**src/rtl/cplx_reg_bank_p_pkg.sv**
```systemverilog
// Shared definitions for the complex register bank: write modes, constant table, clear FSM states.
// No logic of its own; cnst_word() is evaluated combinationally by the read ports.
// No flow control.
package cplx_rb_pkg;

    localparam logic [1:0] WM_FULL = 2'b00;
    localparam logic [1:0] WM_RE   = 2'b01;
    localparam logic [1:0] WM_IM   = 2'b10;
    localparam logic [1:0] WM_SWAP = 2'b11;

    localparam int NCONST           = 9;
    localparam int CI_ZERO          = 0;
    localparam int CI_ONE           = 1;
    localparam int CI_J             = 2;
    localparam int CI_ONE_J         = 3;
    localparam int CI_NEG_ONE       = 4;
    localparam int CI_NEG_J         = 5;
    localparam int CI_NEG_ONE_NEG_J = 6;
    localparam int CI_NEG_ONE_J     = 7;
    localparam int CI_ONE_NEG_J     = 8;

    // Widest half the constant builder can produce.
    localparam int CNST_MAX_HALF_W = 64;

    typedef enum logic [0:0] {
        IDLE  = 1'b0,
        CLEAR = 1'b1
    } clr_state_t;

    // Builds {re, im} with each half sign-extended to half_w bits; word sits in the low 2*half_w bits.
    function automatic logic [2*CNST_MAX_HALF_W-1:0] cnst_word(input int idx, input int half_w);
        logic [1:0]                     re;
        logic [1:0]                     im;
        logic [2*CNST_MAX_HALF_W-1:0]   w;
        re = 2'b00;
        im = 2'b00;
        case (idx)
            CI_ONE:           re = 2'b01;
            CI_J:             im = 2'b01;
            CI_ONE_J:         begin re = 2'b01; im = 2'b01; end
            CI_NEG_ONE:       re = 2'b11;
            CI_NEG_J:         im = 2'b11;
            CI_NEG_ONE_NEG_J: begin re = 2'b11; im = 2'b11; end
            CI_NEG_ONE_J:     begin re = 2'b11; im = 2'b01; end
            CI_ONE_NEG_J:     begin re = 2'b01; im = 2'b11; end
            default:          ;
        endcase
        w = '0;
        for (int b = 0; b < CNST_MAX_HALF_W; b++) begin
            if (b < half_w) begin
                w[b]          = (b == 0) ? im[0] : im[1];
                w[b + half_w] = (b == 0) ? re[0] : re[1];
            end
        end
        return w;
    endfunction

endpackage

```
**src/rtl/cplx_reg_bank_p_rdport.sv**
```systemverilog
// One read port: array mux, same-cycle write/clear forwarding, constant table, optional im negation.
// Latency 1: out_dat loads on the edge where en=1, out_vld is high for the following cycle.
// No backpressure; en alone decides whether the output register updates.
module cplx_rb_rdport
    import cplx_rb_pkg::*;
#(
    parameter int HALF_W = 32,
    parameter int NREGS  = 16,
    localparam int W     = 2 * HALF_W,
    localparam int AW    = $clog2(NREGS)
) (
    input  logic          clock,
    input  logic          reset,
    input  logic [W-1:0]  regs [NREGS],
    input  logic [AW-1:0] sel,
    input  logic          cnst,
    input  logic          en,
    input  logic          conj,
    input  logic          fwd_vld,
    input  logic [AW-1:0] fwd_idx,
    input  logic [W-1:0]  fwd_dat,
    output logic [W-1:0]  out_dat,
    output logic          out_vld
);

    logic [2*CNST_MAX_HALF_W-1:0] cnst_full;
    logic [W-1:0]                 rd_dat;
    logic                         unused_cnst_bits;

    assign unused_cnst_bits = ^cnst_full;

    always_comb begin
        cnst_full = cnst_word(int'(sel), HALF_W);
        if (cnst) begin
            rd_dat = cnst_full[W-1:0];
        end else if (fwd_vld && (fwd_idx == sel)) begin
            rd_dat = fwd_dat;
        end else begin
            rd_dat = regs[sel];
        end
        // Negation wraps, so the most negative im maps to itself.
        if (conj) begin
            rd_dat[HALF_W-1:0] = -rd_dat[HALF_W-1:0];
        end
    end

    always_ff @(posedge clock) begin
        if (!reset) begin
            out_dat <= '0;
            out_vld <= 1'b0;
        end else begin
            out_vld <= en;
            if (en) begin
                out_dat <= rd_dat;
            end
        end
    end

endmodule

```
**src/rtl/cplx_reg_bank_p.sv**
```systemverilog
// Parametrised {re, im} register bank with partial writes, two forwarded read ports and a clear sweep.
// Read latency 1; the sweep runs NREGS cycles with busy high and drops writes meanwhile.
// No backpressure. Optional CPLX_RB_CONJ_EN adds conjA/conjB to negate the im half of reads.
module cplx_reg_bank_p
    import cplx_rb_pkg::*;
#(
    parameter int HALF_W = 32,
    parameter int NREGS  = 16,
    localparam int W     = 2 * HALF_W,
    localparam int AW    = $clog2(NREGS)
) (
    input  logic          clock,
    input  logic          reset,
    input  logic          regwen,
    input  logic [W-1:0]  inA,
    input  logic [AW-1:0] selwreg,
    input  logic [1:0]    endwreg,
    input  logic [AW-1:0] seloutA,
    input  logic [AW-1:0] seloutB,
    input  logic          cnstA,
    input  logic          cnstB,
    input  logic          enrregA,
    input  logic          enrregB,
`ifdef CPLX_RB_CONJ_EN
    input  logic          conjA,
    input  logic          conjB,
`endif
    output logic [W-1:0]  outA,
    output logic [W-1:0]  outB,
    output logic          validA,
    output logic          validB,
    input  logic          clr_req,
    output logic          busy
);

    logic [W-1:0]  regs [NREGS];
    clr_state_t    state;
    logic [AW-1:0] clr_cnt;
    logic          wr_go;
    logic [W-1:0]  cur_word;
    logic [W-1:0]  merged;
    logic          fwd_vld;
    logic [AW-1:0] fwd_idx;
    logic [W-1:0]  fwd_dat;
    logic          conj_a;
    logic          conj_b;

`ifdef CPLX_RB_CONJ_EN
    assign conj_a = conjA;
    assign conj_b = conjB;
`else
    assign conj_a = 1'b0;
    assign conj_b = 1'b0;
`endif

    assign busy     = (state == CLEAR);
    assign wr_go    = regwen && (state == IDLE);
    assign cur_word = regs[selwreg];

    always_comb begin
        merged = inA;
        case (endwreg)
            WM_FULL: merged = inA;
            WM_RE:   merged = {inA[W-1:HALF_W], cur_word[HALF_W-1:0]};
            WM_IM:   merged = {cur_word[W-1:HALF_W], inA[HALF_W-1:0]};
            WM_SWAP: merged = {inA[HALF_W-1:0], inA[W-1:HALF_W]};
            default: merged = inA;
        endcase
    end

    // Single array write port, shared by the sweep and normal writes; both read ports see it forwarded.
    always_comb begin
        fwd_vld = 1'b0;
        fwd_idx = '0;
        fwd_dat = '0;
        if (state == CLEAR) begin
            fwd_vld = 1'b1;
            fwd_idx = clr_cnt;
        end else if (wr_go) begin
            fwd_vld = 1'b1;
            fwd_idx = selwreg;
            fwd_dat = merged;
        end
    end

    always_ff @(posedge clock) begin
        if (!reset) begin
            for (int i = 0; i < NREGS; i++) begin
                regs[i] <= '0;
            end
            state   <= IDLE;
            clr_cnt <= '0;
        end else begin
            if (fwd_vld) begin
                regs[fwd_idx] <= fwd_dat;
            end
            case (state)
                IDLE: begin
                    clr_cnt <= '0;
                    if (clr_req) begin
                        state <= CLEAR;
                    end
                end
                CLEAR: begin
                    clr_cnt <= clr_cnt + 1'b1;
                    if (&clr_cnt) begin
                        state <= IDLE;
                    end
                end
                default: state <= IDLE;
            endcase
        end
    end

    cplx_rb_rdport #(.HALF_W(HALF_W), .NREGS(NREGS)) u_rd_a (
        .clock   (clock),
        .reset   (reset),
        .regs    (regs),
        .sel     (seloutA),
        .cnst    (cnstA),
        .en      (enrregA),
        .conj    (conj_a),
        .fwd_vld (fwd_vld),
        .fwd_idx (fwd_idx),
        .fwd_dat (fwd_dat),
        .out_dat (outA),
        .out_vld (validA)
    );

    cplx_rb_rdport #(.HALF_W(HALF_W), .NREGS(NREGS)) u_rd_b (
        .clock   (clock),
        .reset   (reset),
        .regs    (regs),
        .sel     (seloutB),
        .cnst    (cnstB),
        .en      (enrregB),
        .conj    (conj_b),
        .fwd_vld (fwd_vld),
        .fwd_idx (fwd_idx),
        .fwd_dat (fwd_dat),
        .out_dat (outB),
        .out_vld (validB)
    );

endmodule

```
**config.mk**
```make
export PLATFORM = sky130hd
export DESIGN_NAME = cplx_reg_bank_p
export DESIGN_NICKNAME = d
export VERILOG_FILES = /design/src/rtl/cplx_reg_bank_p_pkg.sv /design/src/rtl/cplx_reg_bank_p_rdport.sv /design/src/rtl/cplx_reg_bank_p.sv
export SDC_FILE = /design/constraint.sdc
export NUM_CORES = 2
export LEC_CHECK = 0
export ABC_AREA = 1
export BUFFER_PORTS_ARGS = -buffer_cell sky130_fd_sc_hd__buf_4
export CAP_MARGIN = 20
export CELL_PAD_IN_SITES_DETAIL_PLACEMENT = 1
export CELL_PAD_IN_SITES_GLOBAL_PLACEMENT = 2
export CORE_MARGIN = 3
export CORE_UTILIZATION = 35
export CTS_BUF_LIST = sky130_fd_sc_hd__clkbuf_4 sky130_fd_sc_hd__clkbuf_8 sky130_fd_sc_hd__clkbuf_16
export CTS_CLUSTER_SIZE = 28
export DETAILED_ROUTE_END_ITERATION = 8
export PLACE_DENSITY = 0.83
export SYNTH_ARGS = -nofsm -noshare
export SYNTH_HDL_FRONTEND = slang
export SYNTH_SLANG_ARGS = --single-unit
export TNS_END_PERCENT = 1
```
**constraint.sdc**
```tcl
create_clock -name clock -period 2.2 [get_ports clock]
set_clock_uncertainty 0.1 [all_clocks]
set_input_delay 0.44 -clock clock [delete_from_list [all_inputs] [get_ports clock]]
set_output_delay 0.44 -clock clock [all_outputs]
set_load 0.03 [all_outputs]
```
==> metrics.cfg <==
[sta]
rsz0062_at_grt = true
hold_violations = 0
min_period_ns = 2.21
layout_setup_ws_ns = -0.0142
final-max-slew-violation-count = 0
worst_pin_slew_ns = 1.31
setup_viol = 13
max_freq_ghz = 0.452
slew_headroom_pct = 11.9
period_share_pct = 101

[pwr]
peakVddDrop_uv = 756
power_density_mw_per_mm2 = 681
p_leak_nw = 36.1

[status]
violations = negative setup slack
status = finished with violations

[place]
portBuffers = 216
place.gp.congestion = 0.951
hpwl_mm = 248
dp_cells = 12719
dp_worst_setup_slack_ns = -0.537

[cts]
htree_levels = 4
path_clk_slew_ns = 0.06
cts.sinks = 1159
cts_buffers = 141
cts_tree = done
cts_max_path_buffers = 3
clock_latency_ns = 0.82
root_buffer = clkbuf_16

[yosys]
yosysTopAreaCell = dfxtp_1
ys_seq_elements = 1159
syn-num-nets = 10103
synth_ff_type = dfxtp_1
synthArstFlopShare_pct = 0
ys_top_cells_by_area = dfxtp_1, nand2_1, o21ai_0, a22oi_1, a21oi_1
synth_edf_count = 0
syn_inst = 10016
synth.top_cell.area_share_pct = 35.2
synth_cell_types = 34
yosys_warnings = 0
syn_area_mm2 = 0.0660
yosysSeqAreaShare_pct = 35.2
synth_commonest_cells = nand2_1, o21ai_0, a21oi_1
synth_most_common_cell = nand2_1
synth.avg_cell_area_um2 = 6.59

[worst_setup_path]
critical_path.endpoint_type = register
worst-endpoint-arrival_ns = 2.81
worstSetupStartpointType = register
crit_type = register to register
cp.required_ns = 2.80
path_max_fanout = 17

[layout]
ff_latch_area_mm2 = 0.0232
fillers = 23195
multiInputGateArea_mm2 = 0.0379
drive_above_1_share_pct = 16.9
fin_nets = 10530
area_growth_pct = 29.1
final_cell_count_no_fill = 13027

[detailed_routing]
vias = 82988
vias_per_cell = 6.37
routed_wl_mm = 387
drt-pass1-iter-count = 6
drt-initial-drc-count = 10907
drc = 0
ant_nets = 0
wire_per_inst_um = 29.7

[global_routing]
grt_max_degree = 71
grt_pass1_wl_mm = 544
grt_overflow = 0
grt_usage_pct = 36.9
grt_pass1_vias = 82079
antenna_found_initial = 16

[die]
die-area_mm2 = 0.194
core-area_mm2 = 0.186
dieHeight_um = 440
io_pins = 217
die_x_um = 440
fp-row-count = 158
start_util_pct = 35.4

[min_path]
min_path_type = input port to register

[flow_run]
drv_cap = 0

metal layers:
metal  up-vias  track usage [%]  wire, µm
met5         -                0        53
met4         8             25.6     31200
met3      1473             7.33     39100
met2      5206             57.7    170000
met1     40748             45.6    147000
li1      35553                -         -
final cells by class:
cell class                      count  area share (%)
Multi-Input combinational cell   7680            44.5
Clock inverter                     27           0.283
Antenna cell                        7          0.0206
Sequential cell                  1159            27.2
Tap cell                         2480            3.64
Inverter                          176           0.888
Timing Repair inverter              1          0.0191
Timing Repair Buffer             1284            18.3
Clock buffer                      213            5.13
flip-flops by register name, indices dropped and copies added (netlist names):
| name | flops |
|---|---|
| u_rd_a.out_dat | 64 |
| busy | 1 |
| regs | 1024 |
| clr_cnt | 4 |
| u_rd_b.out_vld | 1 |
| u_rd_b.out_dat | 64 |
| u_rd_a.out_vld | 1 |
repair_timing:
item	CTS	global route
cloned	0	32
endpoints found under the setup margin	75	641
gates resized for setup	9	253
setup buffers	0	28
pin swaps	1	34
hold buffers	1	0
hold endpoints to repair	16	0
through the flow:
stage               hold slack [ns]  instance area [µm²]  utilization [%]  setup TNS (ns)  total power [mW]
floorplan                     0.330                66000                -               0              27.7
detailed placement            0.368                78700             42.2         -265.44              33.5
finish                       0.0498                85200             45.7         -0.0746              58.0
global placement              0.350                78700             42.2         -220.30              33.3
global route                 0.0277                85200             45.7           -8.79              59.5
CTS                          0.0147                83400             44.7          -0.537              57.4
cells in the final DEF, fill, tap and decap left out, types with 35 or more instances in the layout:
master,n
buf_4,817
a21oi_1,1207
nand3_1,395
dfxtp_1,1157
nor2_1,896
nand2_2,85
a21oi_2,102
clkbuf_4,35
nand2_1,2272
o21ai_1,88
a22oi_1,994
clkbuf_16,175
inv_1,158
o21ai_0,1534
buf_12,399
report_power, final:
part           total, mW  internal, mW  switching, mW
sequential          22.6          21.7          0.833
clock               24.1          14.0           10.1
combinational       11.3          3.92           7.39
total               58.0          39.7           18.3
final timing paths:
| path | startpoint | to | slack [ns] | depth (start not counted) |
|---|---|---|---|---|
| worst min register to register | clr_cnt[0] | clr_cnt[0] | 0.39 | 1 |
| worst max register to register | busy | u_rd_b.out_dat[47] | -0.01 | 13 |
| worst min-delay path | cnstB | u_rd_b.out_dat[14] | 0.05 | 4 |
| worst max-delay path | busy | u_rd_b.out_dat[47] | -0.01 | 13 |
worst max-delay path, cell delays in order (launching register included):
cell and delay, ns:
dfxtp_4 0.36, nor2_4 0.13, nand2_2 0.10, buf_4 0.14, nand3_1 0.07, nand2_1 0.07
nor2_2 0.12, nand3_4 0.10, buf_12 0.19, inv_12 0.16, buf_16 0.22, nand2_1 0.09
nand2_1 0.14, a21oi_2 0.06
cell families (layout without fill, tap and decap cells):
logic type,count (synthesis),in the layout,share of synthesized area [%]
buffers and inverters,1177,1701,8.46
AND/OR/NAND/NOR,3691,3691,22.1
adder cells (fa/ha/maj),1,1,0.0190
AO/OA/AOI/OAI,3986,3986,34.3
XOR/XNOR,2,2,0.0265
flip-flops,1159,1159,35.2
other,0,7,0
(Power assumes the default switching activity.)
